## config.mk

```make
export PLATFORM = sky130hd
export DESIGN_NAME = sipo_deserializer
export DESIGN_NICKNAME = d
export VERILOG_FILES = /design/src/rtl/sipo_pkg.sv /design/src/rtl/sipo_bit_counter.sv /design/src/rtl/sipo_deserializer.sv
export SDC_FILE = /design/constraint.sdc
export NUM_CORES = 1
export LEC_CHECK = 0
export CAP_MARGIN = 20
export CELL_PAD_IN_SITES_DETAIL_PLACEMENT = 1
export CELL_PAD_IN_SITES_GLOBAL_PLACEMENT = 2
export CORE_UTILIZATION = 25
export DETAILED_ROUTE_END_ITERATION = 8
export GPL_TIMING_DRIVEN = 0
export PLACE_DENSITY_LB_ADDON = 0.1
export SETUP_SLACK_MARGIN = 0.3
export SYNTH_ARGS = -nofsm -noshare
export SYNTH_HDL_FRONTEND = slang
export SYNTH_SLANG_ARGS = --single-unit
```

## constraint.sdc

```tcl
create_clock -name clk -period 1.5 [get_ports clk]
set_clock_uncertainty 0.1 [all_clocks]
set_input_delay 0.45 -clock clk [delete_from_list [all_inputs] [get_ports clk]]
set_output_delay 0.45 -clock clk [all_outputs]
set_load 0.01 [all_outputs]
```

## src/rtl/sipo_pkg.sv

```systemverilog
// Shared definitions for the serial-in/parallel-out receiver.
// Latency: n/a (types and constant functions only).
// Backpressure: n/a.
package sipo_pkg;

    // Receiver FSM encoding; IDLE waits for EN, SHIFT assembles a word.
    typedef enum logic {
        IDLE  = 1'b0,
        SHIFT = 1'b1
    } state_t;

    // Bits needed to hold the values 0..value-1 (minimum 1).
    function automatic int clog2(input int value);
        int r;
        r = 1;
        for (int i = 0; i < 31; i++) begin
            if ((1 << i) < value) begin
                r = i + 1;
            end
        end
        return r;
    endfunction

endpackage

```

## src/rtl/sipo_bit_counter.sv

```systemverilog
// Modulo-MODULUS bit counter with clear, enable and terminal-count flag.
// Latency: count updates on the edge after en; tc is combinational from cnt.
// Backpressure: none; clr wins over en, rst wins over both.
//
// Ports: clk, rst (sync, active-high), clr (sync clear), en (advance),
//        cnt (current count), tc (cnt == MODULUS-1).
module sipo_bit_counter #(
    parameter int MODULUS = 8,
    parameter int CW      = 4
) (
    input  logic          clk,
    input  logic          rst,
    input  logic          clr,
    input  logic          en,
    output logic [CW-1:0] cnt,
    output logic          tc
);

    localparam logic [CW-1:0] LAST = CW'(MODULUS - 1);

    assign tc = (cnt == LAST);

    always_ff @(posedge clk) begin
        if (rst || clr) begin
            cnt <= '0;
        end else if (en) begin
            cnt <= tc ? '0 : cnt + CW'(1);
        end
    end

endmodule

```

## src/rtl/sipo_deserializer.sv

```systemverilog
// Serial-in/parallel-out receiver: assembles WIDTH bits sampled while EN=1.
// Latency: VALID pulses the cycle after the edge that samples bit WIDTH.
// Backpressure: none; the serial line cannot be stalled, EN=0 mid-word aborts.
//
// Ports: clk, rst (sync, active-high), SI (serial data), EN (frame enable),
//        PDATA (last completed word), VALID (1-cycle word strobe),
//        BUSY (word partially received), ERR (1-cycle abort strobe).
module sipo_deserializer
    import sipo_pkg::*;
#(
    parameter int               WIDTH     = 8,
    parameter int               MSB_FIRST = 1,
    parameter logic [WIDTH-1:0] INIT      = {WIDTH{1'b0}}
) (
    input  logic             clk,
    input  logic             rst,
    input  logic             SI,
    input  logic             EN,
    output logic [WIDTH-1:0] PDATA,
    output logic             VALID,
    output logic             BUSY,
    output logic             ERR
);

    localparam int CW = clog2(WIDTH + 1);

    state_t           state;
    logic [WIDTH-1:0] sr;
    logic [WIDTH-1:0] sr_nxt;
    logic [CW-1:0]    cnt;
    logic             tc;

    // Every EN=0 cycle returns the count to zero: either the word just
    // finished (cnt already 0) or the frame was aborted and is discarded.
    sipo_bit_counter #(
        .MODULUS (WIDTH),
        .CW      (CW)
    ) u_cnt (
        .clk (clk),
        .rst (rst),
        .clr (~EN),
        .en  (EN),
        .cnt (cnt),
        .tc  (tc)
    );

    generate
        if (MSB_FIRST != 0) begin : g_msb
            assign sr_nxt = {sr[WIDTH-2:0], SI};
        end else begin : g_lsb
            assign sr_nxt = {SI, sr[WIDTH-1:1]};
        end
    endgenerate

    always_ff @(posedge clk) begin
        if (rst) begin
            state <= IDLE;
            sr    <= '0;
            PDATA <= INIT;
            VALID <= 1'b0;
            BUSY  <= 1'b0;
            ERR   <= 1'b0;
        end else begin
            VALID <= 1'b0;
            ERR   <= 1'b0;
            case (state)
                IDLE: begin
                    if (EN) begin
                        sr    <= sr_nxt;
                        state <= SHIFT;
                        BUSY  <= 1'b1;  // WIDTH >= 2, so bit 1 never completes a word
                    end
                end
                SHIFT: begin
                    if (EN) begin
                        sr <= sr_nxt;
                        if (tc) begin
                            // Final bit: publish including the bit sampled now,
                            // stay in SHIFT so the next word can follow directly.
                            PDATA <= sr_nxt;
                            VALID <= 1'b1;
                            BUSY  <= 1'b0;
                        end else begin
                            BUSY  <= 1'b1;
                        end
                    end else begin
                        ERR   <= (cnt != '0);
                        sr    <= '0;
                        BUSY  <= 1'b0;
                        state <= IDLE;
                    end
                end
                default: begin
                    state <= IDLE;
                    BUSY  <= 1'b0;
                end
            endcase
        end
    end

endmodule

```

==> results of run 1 <==
sequential cells by signal, indices dropped and copies added (netlist names):
name	count
BUSY	1
ERR	1
PDATA	8
VALID	1
sr	7
state	1
u_cnt.cnt	4
per-layer routing:
metal | up-vias | routed length [um]
met2 | 6 | 1260
met3 | 2 | 41
met1 | 370 | 1010
met5 | - | 0
met4 | 0 | 23
li1 | 376 | -
power by group through the flow:
stage | Combinational, mW | Clock [mW] | Sequential (mW)
2_1_floorplan | 0.0451 | 0 | 0.640
3_3_place_gp | 0.0675 | 0 | 0.640
3_5_place_dp | 0.0682 | 0 | 0.641
4_1_cts | 0.0747 | 0.399 | 0.624
5_1_grt | 0.0864 | 0.432 | 0.625
6_report | 0.0782 | 0.387 | 0.624
stage by stage:
step / util / instance area (um^2) / setup WS [ps] / cells / hold slack (ps)
final: 0.367 / 1350 / 101 / 172 / 381
after global routing: 0.367 / 1350 / 59.8 / 172 / 401
after CTS: 0.349 / 1290 / 91.2 / 168 / 387
after detailed placement: 0.316 / 1170 / 68.3 / 157 / 351
after global placement: 0.316 / 1170 / 101 / 157 / 350
after floorplan: - / 986 / 223 / 97 / 332
logic make-up (layout without fill, tap and decap cells):
kind of cell             Yosys count  in the layout  synth area share
buffers and inverters             11             38            0.0676
adder cells (fa/ha/maj)            2              2            0.0260
multiplexers                       8              8            0.0832
XOR/XNOR                           1              1           0.00910
AND/OR/NAND/NOR                   41             41             0.268
flip-flops                        23             23             0.479
AO/OA/AOI/OAI                     11             11            0.0676
synth_stat cells, drive strengths merged, types with 2 or more instances:
| cell type | number |
|---|---|
| dfxtp | 23 |
| nand2b | 17 |
| a21oi | 9 |
| mux2i | 8 |
| nor2 | 8 |
| nor3b | 8 |
| buf | 5 |
| inv | 4 |
| clkbuf | 2 |
| ha | 2 |
final timing paths:
kind                            endpoint    startpoint  cells past startpoint  slack [ps]
worst max-delay path            PDATA[5]  u_cnt.cnt[0]                      5         100
worst min-delay path            PDATA[7]         sr[6]                      2         380
worst max register to register  PDATA[5]  u_cnt.cnt[0]                      5         100
worst min register to register  PDATA[7]         sr[6]                      2         380
worst register-to-register path, delay by kind of cell, from the launching register on:
kind | cells | cell delay [ps]
simple gates | 2 | 400
flops | 1 | 370
mux | 1 | 210
fa+ha+maj | 1 | 130
buf+inv | 1 | 130
repair_timing:
item                                    CTS  global route
hold buffers                              0             0
endpoints found under the setup margin   21            24
pin swaps                                 3             2
setup buffers                             7             3
gates cloned                              0             1
resized for setup                        63             5
cell type report:
class,instances,share of cell area
plain buffers,7,0.0434
clock buffers,3,0.0305
clock inverters,1,0.00370
inverters,4,0.0111
multi-input cells,63,0.338
flip-flops and latches,23,0.355
well taps,48,0.0444
repair buffers,23,0.174
==> impl_metrics.toml, run 1 <==
[run_status]
status = "finished clean"

[global_route]
grt_pass1_wl_um = 3660
gr-total-overflow = 0
grt.busiest_layer = "met2"
grt_max_degree = 14
grt_pass1_vias = 747
met3_usage = 0.0375
antenna_found_initial = 0
use_met2 = 0.219
grtUsageMet1 = 0.130
track_usage = 0.121

[logic_synthesis]
synth_seq_area_share = 0.479
netlist_area_um2 = 962
synth_fp_nets = 103
ys_types = 24
ys_seq_elements = 23
synthTopCellsByArea = "dfxtp_1 48%, nand2b_1 11%, mux2i_1 8.3%, nor3b_1 6.2%, a21oi_1 4.2%"
ys_warn_count = 0
synth-edff-count = 0
yosys.area.top_type = "dfxtp_1"
synthCells = 97
synth_flop_cell = "dfxtp_1"
synth_area_per_cell_um2 = 9.92
postSynth.asyncResetShare = 0
synth_top_area_share = 0.479

[placement]
io_buffers = 12
place_hpwl_um = 1480
place_congestion = 0.647

[critical_path]
start_kind = "register"
cp_max_fo = 5
path_delay_family = "simple AND/OR/NAND/NOR gates"
cpMaxStageDelayCell = "dfxtp_4"
cp_cell_sequence = "ha_4 -> nor2b_4 -> and4_4 -> buf_12 -> mux2i_2"
crit_buf_inv = 1
cp.arrival_ps = 1490
critPathKind = "reg -> reg"
end_kind = "register"
slowest_delay_ps = 370
required_ps = 1590

[clocking]
clockRootBuffer = "clkbuf_8"
insertion_delay_ps = 260
cts.sinks = 23
cts.clk_slew.worst_paths_ps = 90
cts_tree = "yes"
cts_buffers = 3
htree_levels = 1
cts_max_path_buffers = 2

[timing]
rsz0062_at_grt = "yes"
slew_headroom = 0.773
fin_crit_ps = 1400
setup_violations = 0
fin_crit_sh = 0.932
hold_viol_final = 0
fin_tns_setup_ps = 0
max_freq_ghz = 0.715
tightest_slew_ps = 340
drv_slew = 0

[die]
coreArea_um2 = 3690
die_w_um = 64.0
dieArea_um2 = 4100
num_rows = 22
boundaryPins = 15
start_util = 0.261
chipHeight_um = 64.0

[detailed_routing]
avgRoutedWirePerCell_um = 13.6
routed_wl_um = 2330
avgViaCountPerCell = 4.38
vias = 754
ant_nets = 0
drc = 0
drt_pass1_iterations = 2
first_iter_violations = 10

[power_and_ir_drop]
p_clk_frac = 0.355
pwr_density_cell_nw_per_um2 = 804
seq_power_share = 0.573
switching_share = 0.228
p_leak_nw = 0.508
switchingPower_mw = 0.248
power_frac_comb = 0.072
total_power_mw = 1.09
p_int_mw = 0.841
peakVddDrop_v = 0.000472

[finish]
drive_above_1_share = 0.403
regArea_um2 = 480
layout_commonest_cell = "nand2b_1"
antennaDiodeCount = 0
area_delta_synth_final_pct = 40.7
num-fill-cells = 432
multi_input_area_um2 = 458
final_cell_mix = "17 x nand2b_1, 11 x dfxtp_1, 11 x buf_6"
fin_nets = 131

[hold_path]
hold_path_class = "reg -> reg"

[run]
max_cap_violations = 0
(Power assumes the default switching activity.)
==> run 2, diff against run 1 <==
Settings changed: CORE_UTILIZATION 25 to 32, CTS_CLUSTER_SIZE from default to 28.
==> impl_metrics.toml, run 2 (synthesized netlist as in run 1, its figures left out) <==
[run_status]
status = "finished with violations"
violations = "DRC"

[placement]
pre_cts_ws_ps = 97.2
io_buffers = 12
place_hpwl_um = 1380
place_inst = 140
place_congestion = 0.644
placed_cell_area_um2 = 1140

[critical_path]
rr_endpoint = "PDATA[2]"
cpMaxStageDelayCell = "dfxtp_4"
slowest_delay_ps = 380
critPathKind = "reg -> reg"
start_kind = "register"
cp_cell_sequence = "ha_4 -> nor2b_4 -> and4_4 -> buf_12 -> mux2i_1"
crit_buf_inv = 1
crit_start = "u_cnt.cnt[1]"
cp.arrival_ps = 1530
required_ps = 1630
end_kind = "register"
cp_max_fo = 5
path_delay_family = "simple AND/OR/NAND/NOR gates"
worstRegToRegCells = 5
crit-reg2reg-launch = "u_cnt.cnt[1]"
r2r_slack_ps = 100

[detailed_routing]
ant_nets = 0
vias = 761
routed_wl_um = 2040
first_iter_violations = 8
drt_pass1_iterations = 6
drc = 2
avgViaCountPerCell = 4.85
avgRoutedWirePerCell_um = 13.0

[finish]
antennaDiodeCount = 0
fin_util = 0.474
regArea_um2 = 482
fin_area_um2 = 1330
largest_register = "PDATA"
largest_reg_flops = 8
final_cell_mix = "17 x nand2b_1, 12 x buf_6, 11 x dfxtp_2"
layout_commonest_cell = "nand2b_1"
top_regs = "PDATA: 8 flops, sr: 7 flops, u_cnt.cnt: 4 flops"
fin_nets = 133
area_delta_synth_final_pct = 38.1
final_cells = 157
drive_above_1_share = 0.405
num-fill-cells = 309
multi_input_area_um2 = 455

[clocking]
insertion_delay_ps = 300
cts_max_path_buffers = 2
cts_tree = "yes"
cts_hold_buf = 0
clockRootBuffer = "clkbuf_4"
cts.clk_slew.worst_paths_ps = 120
cts_buffers = 3
cts.sinks = 23
htree_levels = 1

[hold_path]
hold_path_class = "reg -> reg"
min_path_cells = 2
min_to = "PDATA[7]"
hold_path_startpoint = "sr[6]"

[global_route]
gr-total-overflow = 0
grt_max_degree = 13
track_usage = 0.142
grt_pass1_wl_um = 3450
grt_pass1_vias = 772
antenna_found_initial = 0

[power_and_ir_drop]
p_leak_nw = 0.512
peakVddDrop_v = 0.000406
total_power_mw = 0.982
pwr_density_cell_nw_per_um2 = 739

[timing]
rsz0062_at_grt = "yes"
whs_ps = 373
fin_crit_ps = 1400
slew_headroom = 0.782
fin_crit_sh = 0.932
setup_slack_ps = 103
fin_tns_setup_ps = 0
setup_violations = 0
drv_slew = 0
tightest_slew_ps = 327
hold_viol_final = 0
max_freq_ghz = 0.716

[die]
boundaryPins = 15
chipHeight_um = 56.8
num_rows = 19
dieArea_um2 = 3230
die_w_um = 56.8
start_util = 0.343
coreArea_um2 = 2810

[run]
max_cap_violations = 0
[run 2: timing repair]
action,in CTS,in global routing
endpoints found under the setup margin,21,23
gates resized for setup,65,6
cloned,1,0
setup buffers,8,4
pin swaps,1,2
[run 2: power breakdown]
group          switching [mW]  internal, mW
clock                   0.176         0.103
combinational          0.0395        0.0386
sequential            0.00631         0.618
[run 2: cell type report]
class	instances	share of cell area
flip-flops and latches	23	0.363
multi-input cells	63	0.343
repair buffers	25	0.190
plain buffers	7	0.0443
well taps	31	0.0292
clock buffers	4	0.0198
inverters	4	0.0113
[run 2: worst max path at each step]
stage               end  slack [ps]  depth (start not counted)
2_1_floorplan  PDATA[0]         220                          5
6_report       PDATA[2]         100                          5
3_5_place_dp   PDATA[2]         100                          1
4_1_cts        PDATA[6]          80                          5
3_3_place_gp   PDATA[0]         110                          1
5_1_grt        PDATA[2]          40                          5
[run 2: per-layer routing]
| layer | wire length (um) | GRT usage |
|---|---|---|
| met1 | 907 | 0.156 |
| met2 | 1060 | 0.265 |
| met3 | 55 | 0.0276 |
| met4 | 13 | 0.0523 |
| met5 | 0 | 0 |
[run 2: tightest hold or removal path, delay by kind of cell (launching register included)]
| family | cells | cell delay (ps) |
|---|---|---|
| DFF | 1 | 330 |
| and+or+nand+nor | 1 | 60 |
| muxes | 1 | 60 |
